==> config.mk <==
export PLATFORM = sky130hd
export DESIGN_NAME = qfmt_bcd_flat
export DESIGN_NICKNAME = d
export VERILOG_FILES = /design/src/rtl/qfmt_bcd_if.sv /design/src/rtl/qfmt_bcd.sv /design/src/flat_wrapper.sv
export SDC_FILE = /design/constraint.sdc
export NUM_CORES = 1
export LEC_CHECK = 0
export CORE_UTILIZATION = 35
export CTS_BUF_LIST = sky130_fd_sc_hd__clkbuf_4 sky130_fd_sc_hd__clkbuf_8 sky130_fd_sc_hd__clkbuf_16
export DETAILED_ROUTE_END_ITERATION = 8
export PLACE_DENSITY = 0.53
export SLEW_MARGIN = 20
export SYNTH_ARGS = -nofsm -noshare
export SYNTH_HDL_FRONTEND = slang
export SYNTH_SLANG_ARGS = --single-unit
==> constraint.sdc <==
create_clock -name clk -period 3.9 [get_ports clk]
set_clock_uncertainty 0.1 [all_clocks]
set_input_delay 1.17 -clock clk [delete_from_list [all_inputs] [get_ports clk]]
set_output_delay 1.17 -clock clk [all_outputs]
set_load 0.01 [all_outputs]
==> src/rtl/qfmt_bcd_if.sv <==
// Quotient-to-BCD conversion bus: divider-side inputs plus decimal result outputs.
interface qfmt_bcd_if;
  logic [31:0] in_data;
  logic        in_valid;
  logic        in_warn;
  logic [19:0] int_bcd;
  logic [15:0] frac_bcd;
  logic        neg;
  logic        err;
  logic        out_valid;
  logic        busy;

  // Upstream / consumer side: drives the divider result, observes the decimal result.
  modport master (
    output in_data, in_valid, in_warn,
    input  int_bcd, frac_bcd, neg, err, out_valid, busy
  );

  // Converter side.
  modport slave (
    input  in_data, in_valid, in_warn,
    output int_bcd, frac_bcd, neg, err, out_valid, busy
  );
endinterface

==> src/rtl/qfmt_bcd.sv <==
// Sign-magnitude Q15.16 to BCD converter.
// Integer part: 15-step double-dabble into 5 digits. Fraction: 4 truncating x10 steps.
// Results are staged internally and published together on a one-cycle out_valid pulse.
module qfmt_bcd (
  input logic        clk,
  input logic        rst_n,
  qfmt_bcd_if.slave  bus
);

  localparam logic [1:0] ST_IDLE      = 2'd0;
  localparam logic [1:0] ST_CONV_INT  = 2'd1;
  localparam logic [1:0] ST_CONV_FRAC = 2'd2;
  localparam logic [1:0] ST_DONE      = 2'd3;

  localparam logic [3:0] INT_LAST  = 4'd14;
  localparam logic [3:0] FRAC_LAST = 4'd3;

  logic [1:0]  state_r;
  logic [3:0]  cnt_r;
  logic        valid_prev_r;
  logic        warn_prev_r;
  logic [14:0] int_sr_r;
  logic [15:0] frac_r;
  logic [19:0] int_acc_r;
  logic [15:0] frac_acc_r;
  logic        sign_r;
  logic [19:0] int_bcd_r;
  logic [15:0] frac_bcd_r;
  logic        neg_r;
  logic        err_r;
  logic        out_valid_r;
  logic        busy_r;

  logic        valid_rise_s;
  logic        warn_rise_s;
  logic [19:0] dabble_s;
  logic [19:0] frac_prod_s;

  // One double-dabble step: add 3 to every digit >= 5, then shift in the next bit.
  function automatic logic [19:0] dabble_step(input logic [19:0] bcd, input logic shift_bit);
    logic [19:0] adj;
    adj = bcd;
    for (int k = 0; k < 5; k++) begin
      if (bcd[4*k +: 4] >= 4'd5) begin
        adj[4*k +: 4] = bcd[4*k +: 4] + 4'd3;
      end else begin
        adj[4*k +: 4] = bcd[4*k +: 4];
      end
    end
    return {adj[18:0], shift_bit};
  endfunction

  // Edge detection and per-step datapath values.
  always_comb begin
    valid_rise_s = bus.in_valid & ~valid_prev_r;
    warn_rise_s  = bus.in_warn & ~warn_prev_r;
    dabble_s     = dabble_step(int_acc_r, int_sr_r[14]);
    frac_prod_s  = {4'd0, frac_r} * 20'd10;
  end

  // Previous-value flags for the two level inputs; cleared by reset so a high level
  // at release counts as a fresh rising edge.
  always_ff @(posedge clk) begin
    if (!rst_n) begin
      valid_prev_r <= 1'b0;
      warn_prev_r  <= 1'b0;
    end else begin
      valid_prev_r <= bus.in_valid;
      warn_prev_r  <= bus.in_warn;
    end
  end

  // Conversion FSM, staging registers and published outputs.
  always_ff @(posedge clk) begin
    if (!rst_n) begin
      state_r     <= ST_IDLE;
      cnt_r       <= 4'd0;
      int_sr_r    <= 15'd0;
      frac_r      <= 16'd0;
      int_acc_r   <= 20'd0;
      frac_acc_r  <= 16'd0;
      sign_r      <= 1'b0;
      int_bcd_r   <= 20'd0;
      frac_bcd_r  <= 16'd0;
      neg_r       <= 1'b0;
      err_r       <= 1'b0;
      out_valid_r <= 1'b0;
      busy_r      <= 1'b0;
    end else begin
      out_valid_r <= 1'b0;
      if (warn_rise_s) begin
        // Divide-by-zero pre-empts everything, including a simultaneous valid edge.
        state_r     <= ST_IDLE;
        cnt_r       <= 4'd0;
        int_bcd_r   <= 20'd0;
        frac_bcd_r  <= 16'd0;
        neg_r       <= 1'b0;
        err_r       <= 1'b1;
        out_valid_r <= 1'b1;
        busy_r      <= 1'b0;
      end else begin
        case (state_r)
          ST_IDLE: begin
            if (valid_rise_s) begin
              int_sr_r   <= bus.in_data[30:16];
              frac_r     <= bus.in_data[15:0];
              // Negative zero is reported as positive.
              sign_r     <= bus.in_data[31] & (|bus.in_data[30:0]);
              int_acc_r  <= 20'd0;
              frac_acc_r <= 16'd0;
              cnt_r      <= 4'd0;
              busy_r     <= 1'b1;
              state_r    <= ST_CONV_INT;
            end else begin
              state_r    <= ST_IDLE;
            end
          end
          ST_CONV_INT: begin
            int_acc_r <= dabble_s;
            int_sr_r  <= {int_sr_r[13:0], 1'b0};
            if (cnt_r == INT_LAST) begin
              cnt_r   <= 4'd0;
              state_r <= ST_CONV_FRAC;
            end else begin
              cnt_r   <= cnt_r + 4'd1;
            end
          end
          ST_CONV_FRAC: begin
            // Integer part of frac*10 is the next decimal digit; the rest carries on.
            frac_r     <= frac_prod_s[15:0];
            frac_acc_r <= {frac_acc_r[11:0], frac_prod_s[19:16]};
            if (cnt_r == FRAC_LAST) begin
              cnt_r   <= 4'd0;
              state_r <= ST_DONE;
            end else begin
              cnt_r   <= cnt_r + 4'd1;
            end
          end
          ST_DONE: begin
            int_bcd_r   <= int_acc_r;
            frac_bcd_r  <= frac_acc_r;
            neg_r       <= sign_r;
            err_r       <= 1'b0;
            out_valid_r <= 1'b1;
            busy_r      <= 1'b0;
            state_r     <= ST_IDLE;
          end
          default: begin
            state_r <= ST_IDLE;
            cnt_r   <= 4'd0;
            busy_r  <= 1'b0;
          end
        endcase
      end
    end
  end

  assign bus.int_bcd   = int_bcd_r;
  assign bus.frac_bcd  = frac_bcd_r;
  assign bus.neg       = neg_r;
  assign bus.err       = err_r;
  assign bus.out_valid = out_valid_r;
  assign bus.busy      = busy_r;

endmodule

==> src/flat_wrapper.sv <==
// flat-port wrapper written by rule: the top's interface ports become plain ports
module qfmt_bcd_flat 
  (clk, rst_n, bus_in_data, bus_in_valid, bus_in_warn, bus_int_bcd, bus_frac_bcd, bus_neg, bus_err, bus_out_valid, bus_busy);
  qfmt_bcd_if bus_i ();
  input logic clk;
  input logic rst_n;
  input wire logic [$bits(bus_i.in_data)-1:0] bus_in_data;
  input wire logic [$bits(bus_i.in_valid)-1:0] bus_in_valid;
  input wire logic [$bits(bus_i.in_warn)-1:0] bus_in_warn;
  output wire logic [$bits(bus_i.int_bcd)-1:0] bus_int_bcd;
  output wire logic [$bits(bus_i.frac_bcd)-1:0] bus_frac_bcd;
  output wire logic [$bits(bus_i.neg)-1:0] bus_neg;
  output wire logic [$bits(bus_i.err)-1:0] bus_err;
  output wire logic [$bits(bus_i.out_valid)-1:0] bus_out_valid;
  output wire logic [$bits(bus_i.busy)-1:0] bus_busy;
  assign bus_i.in_data = bus_in_data;
  assign bus_i.in_valid = bus_in_valid;
  assign bus_i.in_warn = bus_in_warn;
  assign bus_int_bcd = bus_i.int_bcd;
  assign bus_frac_bcd = bus_i.frac_bcd;
  assign bus_neg = bus_i.neg;
  assign bus_err = bus_i.err;
  assign bus_out_valid = bus_i.out_valid;
  assign bus_busy = bus_i.busy;
  qfmt_bcd u_core (.clk(clk), .rst_n(rst_n), .bus(bus_i));
endmodule
==> results by group, run 1 <==
Job
  – Max-cap violation count: 0

Clocking
  – # H-tree levels: 4
  – Postcts setup bufs: 0
  – Worst skew pair latency: a little over 0.4 ns
  – Longest Clk Path Bufs: 2
  – TritonCTS clock tree: done
  – Hold buffers post-CTS: 0
  – Clock-pin slew on the worst setup and hold paths: around 0.050 ns
  – Root buffer cell: clkbuf_16
  – Post-CTS sizing: 0
  – Clock buffer count from CTS: 17
  – Clock sink count: between 100 and 150

Synthesis
  – XOR/XNOR Fraction of Synth Area: under 10%
  – Synth area leader: dfxtp_1
  – Synth cell types: 61
  – Synth Area in Adders: roughly a tenth
  – EDFF count, synth: 0
  – Synth Cell Area: around 6100 µm²
  – Simple-gate portion of the synthesized area: between 15 and 20%
  – Syn_area_per_cell: 9.34 µm²
  – Top-area cell type share of the netlist area: 38.2%
  – Register area share after synthesis: 38.2%
  – Dominant cells by area after synthesis: dfxtp_1, mux2i_1, ha_1
  – Ys Warns: 0
  – Top FF cell, synth: dfxtp_1
  – Cells after synthesis: 652
  – Compound-Gate Fraction of Synth Area: roughly a fifth
  – Mux share of post-synthesis cell area: 10.6%
  – Seq cells post-synth: 116
  – Largest family of logic cells by synthesized area: compound AO/OA/AOI/OAI gates
  – Syn_nets: about 730
  – Post-synth ARST share: 0%

Route
  – Avg WL per Cell: about 15 µm
  – Iter 0 DRT Violations: approximately 230
  – Drt pass-1 iters: 4
  – Via density: approximately 5.2
  – Detailed-route DRC error count: 0
  – Via count: between 4000 and 5000
  – ANT nets after route: 0
  – Total Wirelength: around 15 mm

STA
  – Worst hold slack: 0.367 ns
  – Tcrit/Tclk final: 75.4%
  – Peak Freq: 340 MHz
  – RSZ-0062 raised after global routing: no
  – Max-slew violations: 0
  – Final setup vio count: 0
  – Final Hold Violating Endpoints: 0
  – Crit path time final: between 2 and 3 ns
  – Setup_tns: 0 ns
  – Slew margin rel.: between 40% and 50%
  – Worst-Margin Slew: 0.878 ns
  – PnR worst setup slack: 0.961 ns

Global route
  – Gr usage total: ~17%
  – First-pass GRT wire length: 24.6 mm
  – Vias in the first global route: roughly 5000
  – Grt total ovfl: 0
  – Initial antenna violation count: 0
  – Pin count of the biggest net entering global routing: 38

Die
  – Die Wd: 134 µm
  – DIE AREA: between 15000 and 20000 µm²
  – Initial core utilization: a little over a third
  – IO Pins: between 70 and 80
  – Row Count: between 40 and 50
  – Placeable Area: around 17000 µm²
  – Die height: ~130 µm

Cells and area
  – Commonest non-fill, non-tap cell in the layout: dfxtp_1
  – Share of post-route cells with drive strength above 1: around 8.4%
  – Diode count: 0
  – Layout area overhead: 25.8%
  – Fin cells: between 900 and 1000
  – Final #Nets: between 800 and 900
  – Most frequent cells in the layout: dfxtp_1, clkdlybuf4s50_1, mux2i_1, nor2_1, ha_1
  – Final core utilization: 45.7%
  – Fillers: ~1600

Worst hold path
  – Hold Path Class: flop to flop

Placement
  – Placed insts: ~900
  – Dpl ws: between 0.5 and 0.6 ns
  – Post-DP HPWL: between 10 and 15 mm
  – Gp weighted congestion: between 0.8 and 0.9
  – I/O Buffers: 75

Power and ir drop
  – Pwr Density: ~420 nW/µm²
  – P_leak: ~3.1 nW
  – VDD IR-drop max: around 380 µV

Worst setup path
  – Arrival time at the worst endpoint: roughly 3.1 ns
  – Critical path fanouts, max: 29
  – Startpoint types: primary input
  – Crit Path Category: primary input to flop
  – Crit. End Element: flop
  – Worst Path Required: 4.10 ns

Outcome
  – Status: completed
[cells by family after synthesis]
| group | count (synthesis) |
|---|---|
| mux | 64 |
| buf+inv | 56 |
| flops | 116 |
| compound gates | 163 |
| xor+xnor | 15 |
| simple gates | 192 |
| fa+ha+maj | 46 |
[cell type report]
| type | count | area, µm² | share of cell area, % |
|---|---|---|---|
| Tap cell | 220 | 275 | 3.60 |
| Clock inverter | 10 | 131 | 1.72 |
| Clock buffer | 22 | 469 | 6.13 |
| Inverter | 18 | 67.6 | 0.883 |
| Sequential cell | 116 | 2320 | 30.3 |
| Multi-Input combinational cell | 480 | 3530 | 46.1 |
| Timing Repair Buffer | 89 | 863 | 11.3 |
[final timing paths]
kind	from	to	slack, ns	cells after the start
worst min-delay path	u_core.int_sr_r[0]	u_core.int_sr_r[0]	0.37	2
worst max-delay path	bus_in_valid	u_core.frac_r[15]	0.96	7
worst min register to register	u_core.int_sr_r[0]	u_core.int_sr_r[0]	0.37	2
worst max register to register	u_core.frac_r[3]	u_core.frac_acc_r[0]	1.16	8
[synthesized netlist by cell type (all sizes together), types with 19 or more instances]
cell type	instances
nand2	44
o211a	22
nor2b	29
clkbuf	19
buf	19
nor2	50
o21ai	25
mux2i	58
a21oi	28
ha	45
dfxtp	116
a22oi	23
[per-layer routing]
| layer | track usage, % | part of all wire (%) | vias up | wire length [µm] |
|---|---|---|---|---|
| met1 | 21.6 | 47 | 2348 | 6940 |
| met5 | 0 | 0 | - | 0 |
| met4 | 5.62 | 1.0 | 0 | 151 |
| met2 | 29.3 | 48 | 79 | 7130 |
| li1 | - | - | 2490 | - |
| met3 | 4.50 | 3.4 | 13 | 503 |
[worst max-delay path, cell delays in order]
cell and delay, ns:
clkdlybuf4s50_1 0.57, and3b_1 0.35, o21ai_2 0.09, buf_4 0.23, a211o_1 0.32, a211o_1 0.27
o211a_1 0.12
[per-stage QoR]
step | power, mW | instance area, µm²
after floorplan | 1.52 | 6090
after global placement | 1.63 | 7050
after detailed placement | 1.64 | 7050
after CTS | 3.22 | 7650
after global routing | 3.32 | 7650
final | 3.18 | 7650
[sequential cells by signal, indices dropped and copies added (netlist names), 2 cells and up]
register / cells
u_core.int_sr_r: 15
u_core.frac_acc_r: 16
u_core.bus.int_bcd: 20
u_core.state_r: 2
u_core.bus.frac_bcd: 16
u_core.frac_r: 16
u_core.cnt_r: 4
u_core.int_acc_r: 20
[report_power, final]
group	internal, mW	leakage [nW]	switching (mW)
Clock	1.04	0.301	0.532
Combinational	0.161	1.82	0.197
Sequential	1.22	0.940	0.0287
No activity file was read; power rests on OpenSTA's default activity.
==> run 2: changes to the inputs <==
--- a/config.mk
+++ b/config.mk
@@ -8,7 +8,7 @@
 export CORE_UTILIZATION = 35
 export CTS_BUF_LIST = sky130_fd_sc_hd__clkbuf_4 sky130_fd_sc_hd__clkbuf_8 sky130_fd_sc_hd__clkbuf_16
 export DETAILED_ROUTE_END_ITERATION = 8
-export PLACE_DENSITY = 0.53
+export PLACE_DENSITY = 0.55
 export SLEW_MARGIN = 20
 export SYNTH_ARGS = -nofsm -noshare
 export SYNTH_HDL_FRONTEND = slang
==> constraint.sdc (replaced) <==
create_clock -name clk -period 2.6 [get_ports clk]
set_clock_uncertainty 0.1 [all_clocks]
set_input_delay 0.78 -clock clk [delete_from_list [all_inputs] [get_ports clk]]
set_output_delay 0.78 -clock clk [all_outputs]
set_load 0.01 [all_outputs]
==> results by group, run 2 (synthesis results as in run 1) <==
Worst setup path
  – Max incr delay on CP: 0.41 ns (-0.16 ns)
  – Most common cell on crit path: ha_1
  – Arrival time at the worst endpoint: 2.73 ns (-0.41 ns)
  – Top delay family on crit path: compound AO/OA/AOI/OAI gates
  – Critical path's slowest cell: dfxtp_1
  – Critical path cell sequence: ha_1, ha_1, and2_1, a221o_1, a21oi_2, a2111oi_2, a311o_1
  – Startpoint types: flop
  – Crit. End Element: flop
  – Worst Path Required: 2.80 ns (-1.30 ns)
  – Critical path fanouts, max: 9 (-69%)
  – Crit Path Category: flop to flop
  – Worst path bufs/invs: 0 (-2)

Clocking
  – Clock-pin slew on the worst setup and hold paths: 0.06 ns (about the same)
  – Clock sink count: 116 (unchanged)
  – # H-tree levels: 4 (unchanged)
  – Clock buffer count from CTS: 17 (unchanged)
  – Longest Clk Path Bufs: 2 (unchanged)
  – Root buffer cell: clkbuf_16
  – TritonCTS clock tree: done
  – Hold buffers post-CTS: 0 (unchanged)
  – Worst skew pair latency: 0.42 ns (about the same)

Global route
  – Grt total ovfl: 0 (unchanged)
  – Gr usage total: 17.9% (+0.49 points)
  – Pin count of the biggest net entering global routing: 36 (-5.3%)
  – First-pass GRT wire length: 25.2 mm (+2.7%)
  – Initial antenna violation count: 0 (unchanged)
  – Vias in the first global route: 5017 (+2.7%)

Job
  – Max-cap violation count: 0 (unchanged)

STA
  – RSZ-0062 raised after global routing: no
  – Tcrit/Tclk final: between 90% and 100%
  – Crit path time final: between 2 and 3 ns
  – Peak Freq: about 400 MHz
  – Final setup vio count: 0 (unchanged)
  – Final Hold Violating Endpoints: 0 (unchanged)
  – Worst-Margin Slew: 0.662 ns (-0.216 ns)
  – Slew margin rel.: 55.8% (+15 points)
  – Max-slew violations: 0 (unchanged)
  – Worst hold slack: 0.366 ns (-0.000750 ns)

Power and ir drop
  – Pwr Density: 596 nW/µm² (+43%)
  – Combinational power share: 12.7% (+1.4 points)
  – P_int: 3.50 mW (+44%)
  – Seq pwr share: 39.8% (+0.5 points)
  – Sw frac: 25.8% (+2.0 points)
  – P_leak: 3.15 nW (+3.0%)
  – Clock network power share: 47.5% (-2.0 points)
  – VDD IR-drop max: 458 µV (+21%)
  – Psw: 1.22 mW (+61%)

Cells and area
  – Seq. cell area: 2330 µm² (+0.16%)
  – Final core utilization: 47.2% (+1.6 points)
  – Layout area overhead: 30.1%
  – Most frequent cells in the layout: dfxtp_1, clkdlybuf4s50_1, mux2i_1, nor2_1, nand2_1
  – Share of post-route cells with drive strength above 1: 12.8% (+4.4 points)
  – Commonest non-fill, non-tap cell in the layout: dfxtp_1
  – Diode count: 0 (unchanged)
  – Multi-input logic area: 3600 µm² (+2.2%)
  – Final #Nets: 827 (+2.9%)
  – Fillers: 1574 (-1.7%)

Placement
  – I/O Buffers: 75 (unchanged)
  – Post-DP HPWL: 11.0 mm (+3.2%)
  – Gp weighted congestion: 0.874 (-2.0%)

Route
  – Iter 0 DRT Violations: 208 (-10%)
  – Via density: 5.23 (+1.3%)
  – Avg WL per Cell: 15.7 µm (+2.0%)
  – ANT nets after route: 0 (unchanged)
  – Total Wirelength: 15.4 mm (+4.4%)
  – Detailed-route DRC error count: 0 (unchanged)
  – Drt pass-1 iters: 5 (+1)
  – Via count: 5113 (+3.7%)

Die
  – Die height: 134 µm (unchanged)
  – Die Wd: 134 µm (unchanged)
  – Initial core utilization: 36.3% (unchanged)
  – Row Count: 47 (unchanged)
  – DIE AREA: 17900 µm² (unchanged)
  – Placeable Area: 16800 µm² (unchanged)
  – IO Pins: 76 (unchanged)

Worst hold path
  – Hold Path Class: flop to flop

Outcome
  – Status: completed
## run 2: repair_timing
item / 4_1_cts / 5_1_grt
setup buffers: 0 / 4
pin swaps: 0 / 13
endpoints found under the setup margin: 4 / 6
resized for setup: 1 / 15
## run 2: path summary, 6_finish.rpt
kind	depth (start not counted)	slack (ns)	to	from
worst min register to register	2	0.37	u_core.int_sr_r[0]	u_core.int_sr_r[0]
worst min-delay path	2	0.37	u_core.int_sr_r[0]	u_core.int_sr_r[0]
worst max register to register	7	0.07	u_core.frac_acc_r[1]	u_core.frac_r[12]
worst max-delay path	7	0.07	u_core.frac_acc_r[1]	u_core.frac_r[12]
## run 2: metal layers
layer | track usage [%] | wire (µm) | vias up | part of all wire, %
met3 | 4.42 | 572 | 14 | 3.7
met2 | 30.4 | 7620 | 101 | 50
met1 | 22.4 | 7030 | 2461 | 46
met4 | 4.99 | 155 | 0 | 1.0
li1 | - | - | 2537 | -
met5 | 0 | 0 | - | 0
## run 2: power groups by stage
| stage | logic [mW] | registers [mW] | clock network [mW] |
|---|---|---|---|
| 5_1_grt | 0.665 | 1.88 | 2.39 |
| 4_1_cts | 0.580 | 1.87 | 2.29 |
| 2_1_floorplan | 0.373 | 1.90 | 0 |
| 3_3_place_gp | 0.564 | 1.91 | 0 |
| 6_report | 0.602 | 1.88 | 2.24 |
| 3_5_place_dp | 0.574 | 1.91 | 0 |
## run 2: cell type report
type | instances | area share [%]
clock buffers | 20 | 5.89
clock inverters | 12 | 1.33
inverters | 18 | 0.853
multi-input cells | 480 | 45.5
flip-flops and latches | 116 | 29.4
well taps | 220 | 3.48
repair buffers | 112 | 13.6
## run 2: through the flow
stage	total power, mW	std cells	area [µm²]	setup TNS, ns	setup WS (ns)
final	4.72	978	7920	0	0.0745
after CTS	4.74	974	7810	0	0.00852
after global routing	4.94	978	7920	0	0.00350
after detailed placement	2.49	942	7230	-1.02	-0.125
after global placement	2.47	942	7230	-0.973	-0.0815
after floorplan	2.27	652	6090	0	0.185
## run 2: worst reg2reg max path, cell delays in order, from the launching register on
cell and delay [ns]:
dfxtp_1 0.41, ha_1 0.27, ha_1 0.40, and2_1 0.19
a221o_1 0.37, a21oi_2 0.23, a2111oi_2 0.10, a311o_1 0.33
==> run 3: changes to the inputs <==
--- a/config.mk
+++ b/config.mk
@@ -5,10 +5,10 @@
 export SDC_FILE = /design/constraint.sdc
 export NUM_CORES = 1
 export LEC_CHECK = 0
-export CORE_UTILIZATION = 35
+export CORE_UTILIZATION = 51
 export CTS_BUF_LIST = sky130_fd_sc_hd__clkbuf_4 sky130_fd_sc_hd__clkbuf_8 sky130_fd_sc_hd__clkbuf_16
 export DETAILED_ROUTE_END_ITERATION = 8
-export PLACE_DENSITY = 0.55
+export PLACE_DENSITY = 0.75
 export SLEW_MARGIN = 20
 export SYNTH_ARGS = -nofsm -noshare
 export SYNTH_HDL_FRONTEND = slang
==> results by group, run 3 (synthesis results as in run 1) <==
Power and ir drop
  – P_leak: 3.15 nW (about the same)
  – Combinational power share: 12.3% (-0.4 points)
  – Sw frac: 23.4% (-2.4 points)
  – P_int: 3.60 mW (+2.8%)
  – Clock network power share: 47.8% (+0.3 points)
  – Seq pwr share: 39.9% (about the same)
  – Pwr Density: 607 nW/µm² (+1.8%)
  – VDD IR-drop max: 428 µV (-6.6%)
  – Psw: 1.10 mW (-9.6%)

Die
  – Die height: 111 µm (-17%)
  – IO Pins: 76 (unchanged)
  – Die Wd: 111 µm (-17%)
  – Placeable Area: 11500 µm² (-31%)
  – Initial core utilization: 52.9% (+17 points)
  – Row Count: 39 (-17%)
  – DIE AREA: 12400 µm² (-31%)

Worst setup path
  – R2R Path End: u_core.frac_acc_r[2]
  – Max incr delay on CP: 0.37 ns (-0.04 ns)
  – FF-to-FF path depth: 8 (+1)
  – Crit. End Element: flop
  – Startpoint types: flop
  – Critical path fanouts, max: 4 (-5)
  – CP Depth: 8 (+1)
  – Top delay family on crit path: adder cells
  – Critical path cell sequence: ha_1, ha_1, fa_2, a21oi_2, o211ai_1, and3_1, o31a_1, o31ai_1
  – Worst path bufs/invs: 0 (unchanged)
  – Worst r2r src: u_core.frac_r[1]
  – Critical Path Source: u_core.frac_r[1]
  – Worst Path Required: 2.82 ns (+0.02 ns)
  – Most common cell on crit path: ha_1
  – R2R setup slack: 0.06 ns (about the same)
  – Crit Path Category: flop to flop
  – Critical path capture point: u_core.frac_acc_r[2]
  – Arrival time at the worst endpoint: 2.76 ns (+0.03 ns)
  – Critical path's slowest cell: fa_2

Global route
  – Initial antenna violation count: 0 (unchanged)
  – Gr usage total: 24.2% (+6.3 points)
  – Vias in the first global route: 5167 (+3.0%)
  – First-pass GRT wire length: 24.2 mm (-4.1%)
  – Pin count of the biggest net entering global routing: 36 (unchanged)
  – Grt total ovfl: 0 (unchanged)

Placement
  – Post-DP HPWL: 10.4 mm (-5.2%)
  – I/O Buffers: 75 (unchanged)
  – Dpl ws: -0.0393 ns (+0.0856 ns)
  – Gp weighted congestion: 0.832 (-4.8%)
  – Placed inst area: 7130 µm² (-1.4%)

Cells and area
  – Diode count: 0 (unchanged)
  – Final #Nets: 823 (-0.48%)
  – Commonest non-fill, non-tap cell in the layout: dfxtp_1
  – Share of post-route cells with drive strength above 1: 11.2% (-1.6 points)
  – Post-Layout Inst Area: 7750 µm² (-2.2%)
  – Most frequent cells in the layout: dfxtp_1, clkdlybuf4s50_1, mux2i_1, nor2_1, nand2_1
  – Layout area overhead: 27.3%

Clocking
  – Longest Clk Path Bufs: 2 (unchanged)
  – Root buffer cell: clkbuf_16
  – Worst skew pair latency: 0.40 ns (-0.02 ns)
  – Clock buffer count from CTS: 17 (unchanged)
  – # H-tree levels: 4 (unchanged)
  – Hold buffers post-CTS: 0 (unchanged)
  – Clock-pin slew on the worst setup and hold paths: 0.05 ns (about the same)
  – Clock sink count: 116 (unchanged)
  – TritonCTS clock tree: done

Route
  – ANT nets after route: 0 (unchanged)
  – Detailed-route DRC error count: 8 (+8)
  – Iter 0 DRT Violations: 277 (+33%)
  – Total Wirelength: 14.5 mm (-5.7%)
  – Via count: 5133 (+0.39%)
  – Via density: 5.74 (+9.8%)
  – Drt pass-1 iters: 7 (+2)
  – Avg WL per Cell: 16.2 µm (+3.2%)

Outcome
  – Failing checks: DRC
  – Status: finished, violations left

STA
  – Setup_tns: 0 ns (unchanged)
  – Max-slew violations: 0 (unchanged)
  – Final Hold Violating Endpoints: 0 (unchanged)
  – PnR worst setup slack: 0.0636 ns (-0.0109 ns)
  – RSZ-0062 raised after global routing: yes
  – Worst-Margin Slew: 0.556 ns (-0.106 ns)
  – Tcrit/Tclk final: 97.6% (+0.42 points)
  – Crit path time final: 2.54 ns (+0.0109 ns)
  – Slew margin rel.: 62.9% (+7.0 points)
  – Final setup vio count: 0 (unchanged)
  – Peak Freq: 394 MHz (-0.43%)

Worst hold path
  – Hold Path Class: flop to flop
  – Hold-critical path depth: 2 (unchanged)

Job
  – Max-cap violation count: 0 (unchanged)
==> run 3: timing repair <==
item,in CTS,in global routing
resized for setup,1,7
pin swaps,0,3
buffers inserted,0,1
setup endpoints to repair,1,6
==> run 3: per-stage QoR <==
stage               cells  util, %  hold WS, ns  power (mW)
floorplan             652        -        0.341        2.27
global placement      864     61.9        0.353        2.46
detailed placement    864     61.9        0.366        2.48
CTS                   893     67.0        0.375        4.73
global route          894     67.3        0.416        4.89
finish                894     67.3        0.374        4.70
==> run 3: area by class of cell <==
type,instances,area [µm²]
multi-input combinational,480,3560
inverter,18,67.6
sequential,116,2320
fill,923,3770
timing repair buffer,108,1040
tap,143,179
clock inverter,3,42.5
clock buffer,26,537
==> run 3: how the worst min path moves through the flow <==
stage / start / end / slack (ns)
floorplan: u_core.int_sr_r[0] / u_core.int_sr_r[0] / 0.34
global placement: u_core.int_sr_r[0] / u_core.int_sr_r[0] / 0.35
detailed placement: u_core.sign_r / u_core.sign_r / 0.37
CTS: u_core.sign_r / u_core.sign_r / 0.38
global route: u_core.int_sr_r[3] / u_core.int_sr_r[3] / 0.42
finish: u_core.sign_r / u_core.sign_r / 0.37
==> run 3: tightest hold or removal path, cell delays in order (launching register included) <==
cell and delay (ns):
dfxtp_1 0.31, nand2_1 0.05, a21boi_0 0.07
==> run 3: power groups by stage <==
| stage | Combinational (mW) | Clock, mW | Sequential [mW] |
|---|---|---|---|
| 2_1_floorplan | 0.373 | 0 | 1.90 |
| 3_3_place_gp | 0.548 | 0 | 1.91 |
| 3_5_place_dp | 0.565 | 0 | 1.91 |
| 4_1_cts | 0.570 | 2.28 | 1.88 |
| 5_1_grt | 0.634 | 2.38 | 1.88 |
| 6_report | 0.577 | 2.25 | 1.88 |
==> run 3: routing by layer <==
layer  global-route usage (%)  part of all wire [%]
met2                     42.6                    50
met5                        0                     0
met3                     6.12                   4.1
met1                     28.8                    45
met4                     6.94                   1.1
